`src/rtl/wb_mdio_master_pkg.sv`:
```
// wb_mdio_master_pkg: clause-22 MDIO frame constants, FSM states and frame builder
package wb_mdio_master_pkg;
  localparam logic [1:0] MDIO_ST       = 2'b01;
  localparam logic [1:0] MDIO_OP_WRITE = 2'b01;
  localparam logic [1:0] MDIO_OP_READ  = 2'b10;
  localparam logic [1:0] MDIO_TA_WRITE = 2'b10;
  typedef enum logic [1:0] {IDLE, PRE, FRAME, DONE} state_t;
  function automatic logic [31:0] mdio_frame(input logic we, input logic [9:0] addr, input logic [15:0] data);
    return {MDIO_ST, we ? MDIO_OP_WRITE : MDIO_OP_READ, addr, we ? MDIO_TA_WRITE : 2'b11, data};
  endfunction
endpackage

```
`src/rtl/mdio_clkgen.sv`:
```
// mdio_clkgen: MDC divider with strobes marking the cycle in which mdc rises or falls
module mdio_clkgen #(
  parameter int DIV = 8
) (
  input  logic clk,
  input  logic rst,
  input  logic en,
  output logic mdc,
  output logic rise,
  output logic fall
);
  localparam int W = $clog2(DIV) + 1;
  logic [W-1:0] cnt;
  logic tc;
  assign tc   = en && cnt == W'(DIV - 1);
  assign rise = tc && !mdc;
  assign fall = tc && mdc;
  // count half-periods while enabled; mdc parks low when disabled
  always_ff @(posedge clk) begin
    if (rst || !en) begin
      cnt <= '0;
      mdc <= 1'b0;
    end else if (tc) begin
      cnt <= '0;
      mdc <= ~mdc;
    end else begin
      cnt <= cnt + 1'b1;
    end
  end
endmodule

```
`src/rtl/wb_mdio_master.sv`:
```
// wb_mdio_master: Wishbone classic slave issuing one clause-22 MDIO frame per access
module wb_mdio_master
  import wb_mdio_master_pkg::*;
#(
  parameter int DIV      = 8,
  parameter bit PREAMBLE = 1'b1
) (
  input  logic        clk,
  input  logic        rst,
  input  logic        wb_cyc,
  input  logic        wb_stb,
  input  logic        wb_we,
  input  logic [9:0]  wb_addr,
  input  logic [15:0] wb_data_write,
  output logic        wb_ack,
  output logic        wb_err,
  output logic [15:0] wb_data_read,
  output logic        mdc,
  input  logic        mdi,
  output logic        mdo,
  output logic        mdo_oe
);
  state_t state;
  logic [4:0] bit_cnt;
  logic [31:0] sr;
  logic [31:0] frame_in;
  logic [15:0] rd_sr;
  logic we_q, ta_err, abort, clk_en, mdc_rise, mdc_fall;
  assign frame_in = mdio_frame(wb_we, wb_addr, wb_data_write);
  assign clk_en   = state == PRE || state == FRAME;
  mdio_clkgen #(.DIV(DIV)) u_clkgen (
    .clk (clk),
    .rst (rst),
    .en  (clk_en),
    .mdc (mdc),
    .rise(mdc_rise),
    .fall(mdc_fall)
  );
  // frame sequencer: launches bits on mdc fall, samples the PHY on mdc rise
  always_ff @(posedge clk) begin
    if (rst) begin
      state        <= IDLE;
      bit_cnt      <= '0;
      sr           <= '0;
      rd_sr        <= '0;
      we_q         <= 1'b0;
      ta_err       <= 1'b0;
      abort        <= 1'b0;
      mdo          <= 1'b1;
      mdo_oe       <= 1'b0;
      wb_ack       <= 1'b0;
      wb_err       <= 1'b0;
      wb_data_read <= '0;
    end else begin
      wb_ack <= 1'b0;
      wb_err <= 1'b0;
      if (state != IDLE && !wb_cyc) abort <= 1'b1;
      case (state)
        IDLE: if (wb_cyc && wb_stb && !wb_ack && !wb_err) begin
          state   <= PREAMBLE ? PRE : FRAME;
          sr      <= frame_in;
          we_q    <= wb_we;
          abort   <= 1'b0;
          ta_err  <= 1'b0;
          bit_cnt <= '0;
          mdo     <= PREAMBLE ? 1'b1 : frame_in[31];
          mdo_oe  <= 1'b1;
        end
        PRE: if (mdc_fall) begin
          bit_cnt <= bit_cnt + 1'b1;
          if (bit_cnt == 5'd31) begin
            state <= FRAME;
            mdo   <= sr[31];
          end
        end
        FRAME: begin
          if (mdc_rise && !we_q) begin
            if (bit_cnt == 5'd15) ta_err <= mdi;
            if (bit_cnt[4]) rd_sr <= {rd_sr[14:0], mdi};
          end
          if (mdc_fall) begin
            bit_cnt <= bit_cnt + 1'b1;
            sr      <= sr << 1;
            mdo     <= bit_cnt == 5'd31 ? 1'b1 : sr[30];
            mdo_oe  <= bit_cnt != 5'd31 && (we_q || bit_cnt < 5'd13);
            if (bit_cnt == 5'd31) state <= DONE;
          end
        end
        DONE: begin
          state <= IDLE;
          if (!abort && wb_cyc) begin
            wb_ack <= we_q || !ta_err;
            wb_err <= !we_q && ta_err;
            if (!we_q && !ta_err) wb_data_read <= rd_sr;
          end
        end
        default: state <= IDLE;
      endcase
    end
  end
endmodule

```
`config.mk`:
```
export PLATFORM = sky130hd
export DESIGN_NAME = wb_mdio_master
export DESIGN_NICKNAME = d
export VERILOG_FILES = /design/src/rtl/wb_mdio_master_pkg.sv /design/src/rtl/mdio_clkgen.sv /design/src/rtl/wb_mdio_master.sv
export SDC_FILE = /design/constraint.sdc
export NUM_CORES = 1
export LEC_CHECK = 0
export CORE_MARGIN = 3
export CORE_UTILIZATION = 30
export DETAILED_ROUTE_END_ITERATION = 8
export PLACE_DENSITY = 0.54
export SKIP_CTS_REPAIR_TIMING = 1
export SYNTH_ARGS = -nofsm -noshare
export SYNTH_HDL_FRONTEND = slang
export SYNTH_SLANG_ARGS = --single-unit
```
`constraint.sdc`:
```
create_clock -name clk -period 2.07 [get_ports clk]
set_clock_uncertainty 0.1 [all_clocks]
set_input_delay 0.207 -clock clk [delete_from_list [all_inputs] [get_ports clk]]
set_output_delay 0.207 -clock clk [all_outputs]
set_load 0.02 [all_outputs]
```
==> results.cfg, run 1 <==
[status]
status = complete, no violations

[critical_path]
cp.required_ns = 2.17
cp.arrival_ns = 2.06
cp-start-kind = flip-flop
max_stage_delay_ns = 0.38
slowest_stage = dfxtp_1
crit_family = simple AND/OR/NAND/NOR gates
cp_cell_sequence = inv_1, ha_4, nand4b_1, o21ai_4, and2_4, clkbuf_16, a211oi_1
worst-path-max-fanout = 16
path_buf_inv = 2
crit_type = flip-flop to flip-flop
end_kind = flip-flop
r2r_start = state[0]$_SDFFE_PP0P_
startpoint = state[0]$_SDFFE_PP0P_
ff2ff_setup_slack_ns = 0.12

[grt]
use_met1_pct = 17.7
grt_antenna_before_repair = 0
grt_usage_pct = 12.6
grt.overflow.total = 0
grt_pass1_wl_mm = 13.6
first_global_vias = 2758
use_met3_pct = 4.11
globalRouteMet2Util_pct = 18.4
grt_max_degree = 84
top_usage_layer = met2

[die]
core_area_sq_mm = 0.0115
die_y_microns = 115
initial_core_util_pct = 30.9
pin_count = 53
dieArea_sq_mm = 0.0132
fp-row-count = 39
die_w_microns = 115

[yosys]
synth-edff-count = 0
synth_area_leader_cell = dfxtp_1
synthFlopType = dfxtp_1
yosysWarnings = 0
ys_seq_elements = 83
synth_cells = 389
yosysUniqueCellTypes = 44
syn-cell-area_sq_mm = 0.00356
synth_top_area_share_pct = 46.7
syn-num-nets = 429
seq_area_frac_synth_pct = 46.7
ys_top_cells_by_area = dfxtp_1, mux2i_1, a21oi_1, a211oi_1, nand2_1
syn_avg_cell_area_sq_um = 9.15
async_flop_share_pct = 0

[clock_tree]
clkLatencyLatePin_ns = 0.33
cts.sinks = 83
cts_max_path_buffers = 2
cts_tree = yes
h-tree-depth = 3
cts_buffers = 9
root_buffer = clkbuf_16
clk_pin_slew_ns = 0.06

[timing]
whs_ns = 0.234
max_slew.worst_pin.slew_ns = 0.390
relSlewSlack_pct = 74.0
fin_crit_sh_pct = 94.4
min_period_ns = 1.95
finalHoldViolations = 0
finalSetupViolCount = 0
final_max_slew_viol_count = 0
rsz0062_at_grt = false
setup_tns_ns = 0
clock.fmax_mhz = 512

[cells_and_area]
design_area_sq_mm = 0.00469
area_growth_pct = 31.8
layout.nets = 482
layout-drive-gt1-share_pct = 10.5
diodes = 0
final_cells = 590

[drt]
viasPerCell = 4.98
drc = 0
wl_mm = 8.37
firstDrtPassIters = 4
antenna_left = 0
drtIter0Drc = 162
vias = 2940
routedWlPerCell_microns = 14.2

[placed_design]
port_buffers = 52
dp_cells = 570
place_area_sq_mm = 0.00431
dpl.hpwl_mm = 5.28
place_congestion = 0.811

[power]
max-vdd-ir-drop_uv = 632
p_leak_nw = 1.76
power.density_mw_per_mm2 = 1240
total_power_w = 0.00584

[hold_path]
hp-start = rst
hold_class = primary input to flip-flop

[job]
drv_cap = 0
## state kept, by name, summed over array words and instances, names as in the netlist
| signal | count |
|---|---|
| wb_data_read | 16 |
| mdo_oe | 1 |
| mdo | 1 |
| u_clkgen.cnt | 4 |
| abort | 1 |
| u_clkgen.mdc | 1 |
| state | 2 |
| wb_err | 1 |
| we_q | 1 |
| ta_err | 1 |
| rd_sr | 16 |
| wb_ack | 1 |
| sr | 32 |
| bit_cnt | 5 |
## report_power, final
group | switching, W | total [W] | internal (W)
Sequential | 0.000195 | 0.00216 | 0.00196
Clock | 0.000690 | 0.00152 | 0.000831
Combinational | 0.00115 | 0.00216 | 0.00101
## cell usage after synthesis (all sizes together), types with 2 or more instances
cell type	n
a211oi	28
a21oi	57
a311oi	2
and2	4
and3	3
buf	17
clkbuf	14
dfxtp	83
ha	8
inv	9
mux2i	44
nand2	38
nand2b	4
nand3	5
nand4	3
nand4b	3
nor2	31
nor2b	4
nor3	4
o211ai	2
o21ai	5
o31ai	4
xnor2	2
## cells in the final DEF, fill, tap and decap left out, types with 3 or more instances in the layout
| cell | synthesis | final |
|---|---|---|
| ha_1 | 8 | 6 |
| and3_1 | 3 | 3 |
| clkbuf_16 | 0 | 11 |
| buf_4 | 2 | 13 |
| nor3_1 | 4 | 4 |
| clkdlybuf4s50_1 | 0 | 51 |
| o31ai_1 | 4 | 4 |
| dfxtp_1 | 83 | 83 |
| nor2b_1 | 4 | 4 |
| clkinvlp_4 | 0 | 3 |
| a211oi_1 | 28 | 28 |
| nand3_1 | 5 | 5 |
| nand2b_1 | 4 | 4 |
| buf_12 | 0 | 5 |
| inv_1 | 9 | 9 |
| nor2_1 | 31 | 31 |
| a21oi_1 | 57 | 57 |
| nand2_1 | 38 | 38 |
| nand4b_1 | 3 | 3 |
| o21ai_0 | 4 | 4 |
| mux2i_1 | 44 | 44 |
## final timing paths
path / cells after the start / to
worst max register to register: 7 / sr[8]$_SDFFE_PP0P_
worst max-delay path: 7 / sr[8]$_SDFFE_PP0P_
worst min register to register: 2 / wb_data_read[5]$_SDFFE_PP0P_
worst min-delay path: 4 / u_clkgen.mdc$_SDFFE_PP0N_
## worst min-delay path, stage by stage
cell,delay (ns)
buf_2,0.12
or2b_1,0.13
buf_4,0.13
nor2_1,0.04
## through the flow
| stage | worst slack [ns] | utilization [%] |
|---|---|---|
| after detailed placement | 0.0446 | 37.4 |
| after floorplan | 0.0890 | - |
| after global placement | 0.0874 | 37.4 |
| final | 0.116 | 40.7 |
| after global routing | 0.0123 | 40.7 |
| after CTS | 0.00294 | 39.9 |
## cell families after synthesis
kind of cell | share of synthesized area, %
flip-flops | 46.7
adder cells (fa/ha/maj) | 2.81
buffers and inverters | 4.85
XOR/XNOR | 0.738
AO/OA/AOI/OAI | 17.8
multiplexers | 12.4
AND/OR/NAND/NOR | 14.8
## per-layer routing
metal  share of wire, %  wire (microns)  vias up
met5                  0               0        -
met4               0.98              82        0
met3                5.0             418       10
met2                 45            3800       66
met1                 49            4070     1374
li1                   -               -     1490
## final cells by class
type                            instances  area [sq um]
Clock buffer                            9           225
Clock inverter                          7          60.1
Fill cell                            1136          6820
Inverter                                9          33.8
Multi-Input combinational cell        266          1760
Sequential cell                        83          1660
Tap cell                              143           179
Timing Repair Buffer                   73           774
(Power assumes the default switching activity.)
==> run 2: changes to the inputs <==
--- a/config.mk
+++ b/config.mk
@@ -5,7 +5,6 @@
 export SDC_FILE = /design/constraint.sdc
 export NUM_CORES = 1
 export LEC_CHECK = 0
-export CORE_MARGIN = 3
 export CORE_UTILIZATION = 30
 export DETAILED_ROUTE_END_ITERATION = 8
 export PLACE_DENSITY = 0.54
==> results.cfg, run 2 (synthesis gave the netlist of run 1 again) <==
[status]
status = complete, no violations

[clock_tree]
cts.sinks = 83
clk_pin_slew_ns = 0.07
clkLatencyLatePin_ns = 0.33
cts_max_path_buffers = 2
cts_buffers = 9
cts_tree = yes
h-tree-depth = 3
root_buffer = clkbuf_16

[cells_and_area]
multiInputGateArea_sq_mm = 0.00176
layout.nets = 481
diodes = 0
regMostFlops = sr
design_area_sq_mm = 0.00466
final_common_cell = dfxtp_1
largest_reg_flops = 32
reg.largest.list = sr (32), rd_sr (16), wb_data_read (16)
final_cell_mix = dfxtp_1, a21oi_1, clkdlybuf4s50_1, mux2i_1, nand2_1
layout-drive-gt1-share_pct = 10.3
area_growth_pct = 30.8
fillCellCount = 1127
seqCellArea_sq_mm = 0.00166

[placed_design]
port_buffers = 52
place_area_sq_mm = 0.00427
place_congestion = 0.788
dpl.hpwl_mm = 5.14

[die]
pin_count = 53
core_area_sq_mm = 0.0115
die_w_microns = 111
initial_core_util_pct = 31.0
fp-row-count = 39
die_y_microns = 111
dieArea_sq_mm = 0.0123

[drt]
antenna_left = 0
wl_mm = 8.06
viasPerCell = 4.89
vias = 2879
firstDrtPassIters = 4
routedWlPerCell_microns = 13.7
drc = 0
drtIter0Drc = 110

[timing]
setup_tns_ns = 0
whs_ns = 0.177
relSlewSlack_pct = 74.5
finalHoldViolations = 0
min_period_ns = 1.98
final_max_slew_viol_count = 0
finalSetupViolCount = 0
fin_crit_sh_pct = 95.8
max_slew.worst_pin.slew_ns = 0.383
clock.fmax_mhz = 504
rsz0062_at_grt = false

[critical_path]
cp-start-kind = flip-flop
end_kind = flip-flop
slowest_stage = or4_1
cp.arrival_ns = 2.12
worst-path-max-fanout = 5
crit_type = flip-flop to flip-flop
cp.required_ns = 2.21
cp_cell_sequence = inv_1, ha_4, and4b_2, buf_4, a2bb2oi_2, or4_1, o31ai_1
max_stage_delay_ns = 0.43

[power]
power.density_mw_per_mm2 = 1240
total_power_w = 0.00579
max-vdd-ir-drop_uv = 546
p_leak_nw = 1.74

[grt]
grt_usage_pct = 12.9
grt.overflow.total = 0
grt_antenna_before_repair = 0
first_global_vias = 2733
grt_max_degree = 84
grt_pass1_wl_mm = 13.1

[hold_path]
hold_class = primary input to flip-flop

[job]
drv_cap = 0
## run 2: final timing paths
| kind | start | endpoint | slack (ns) | depth (start not counted) |
|---|---|---|---|---|
| worst max register to register | state[0]$_SDFFE_PP0P_ | bit_cnt[4]$_SDFFE_PP0P_ | 0.09 | 7 |
| worst max-delay path | state[0]$_SDFFE_PP0P_ | bit_cnt[4]$_SDFFE_PP0P_ | 0.09 | 7 |
| worst min register to register | u_clkgen.cnt[0]$_SDFF_PP0_ | u_clkgen.cnt[0]$_SDFF_PP0_ | 0.35 | 1 |
| worst min-delay path | rst | u_clkgen.mdc$_SDFFE_PP0N_ | 0.18 | 3 |
## run 2: where the power goes
group	internal [W]	leakage [nW]	switching, W	total, W
clock	0.000848	0.136	0.000711	0.00156
sequential	0.00196	0.676	0.000193	0.00215
combinational	0.000939	0.929	0.00114	0.00208
total	0.00375	1.74	0.00204	0.00579
## run 2: final cells by class
type / count / share of cell area [%]
repair buffers: 72 / 15.6
clock inverters: 7 / 1.56
flip-flops and latches: 83 / 35.7
inverters: 9 / 0.725
well taps: 143 / 3.84
clock buffers: 9 / 4.84
multi-input cells: 266 / 37.7
## run 2: metal layers
layer | global-route usage, % | wire (microns) | up-vias
li1 | - | - | 1497
met1 | 16.9 | 4090 | 1325
met2 | 20.7 | 3560 | 52
met3 | 3.72 | 342 | 5
met4 | 3.82 | 66 | 0
met5 | 0 | 0 | -
## run 2: per-stage QoR
stage	instances	worst slack (ns)	utilization (%)
6_report	589	0.0862	40.6
5_1_grt	589	0.0112	40.6
4_1_cts	584	0.0126	39.8
3_5_place_dp	568	0.0189	37.2
3_3_place_gp	568	0.0820	37.2
2_1_floorplan	389	0.0890	-
## run 2: critical path, delay by kind of cell (launching register included)
family	cells	cell delay, ns
AO/OA/AOI/OAI	2	0.18
adder cells (fa/ha/maj)	1	0.29
buffers and inverters	2	0.25
flip-flops	1	0.36
AND/OR/NAND/NOR	2	0.72
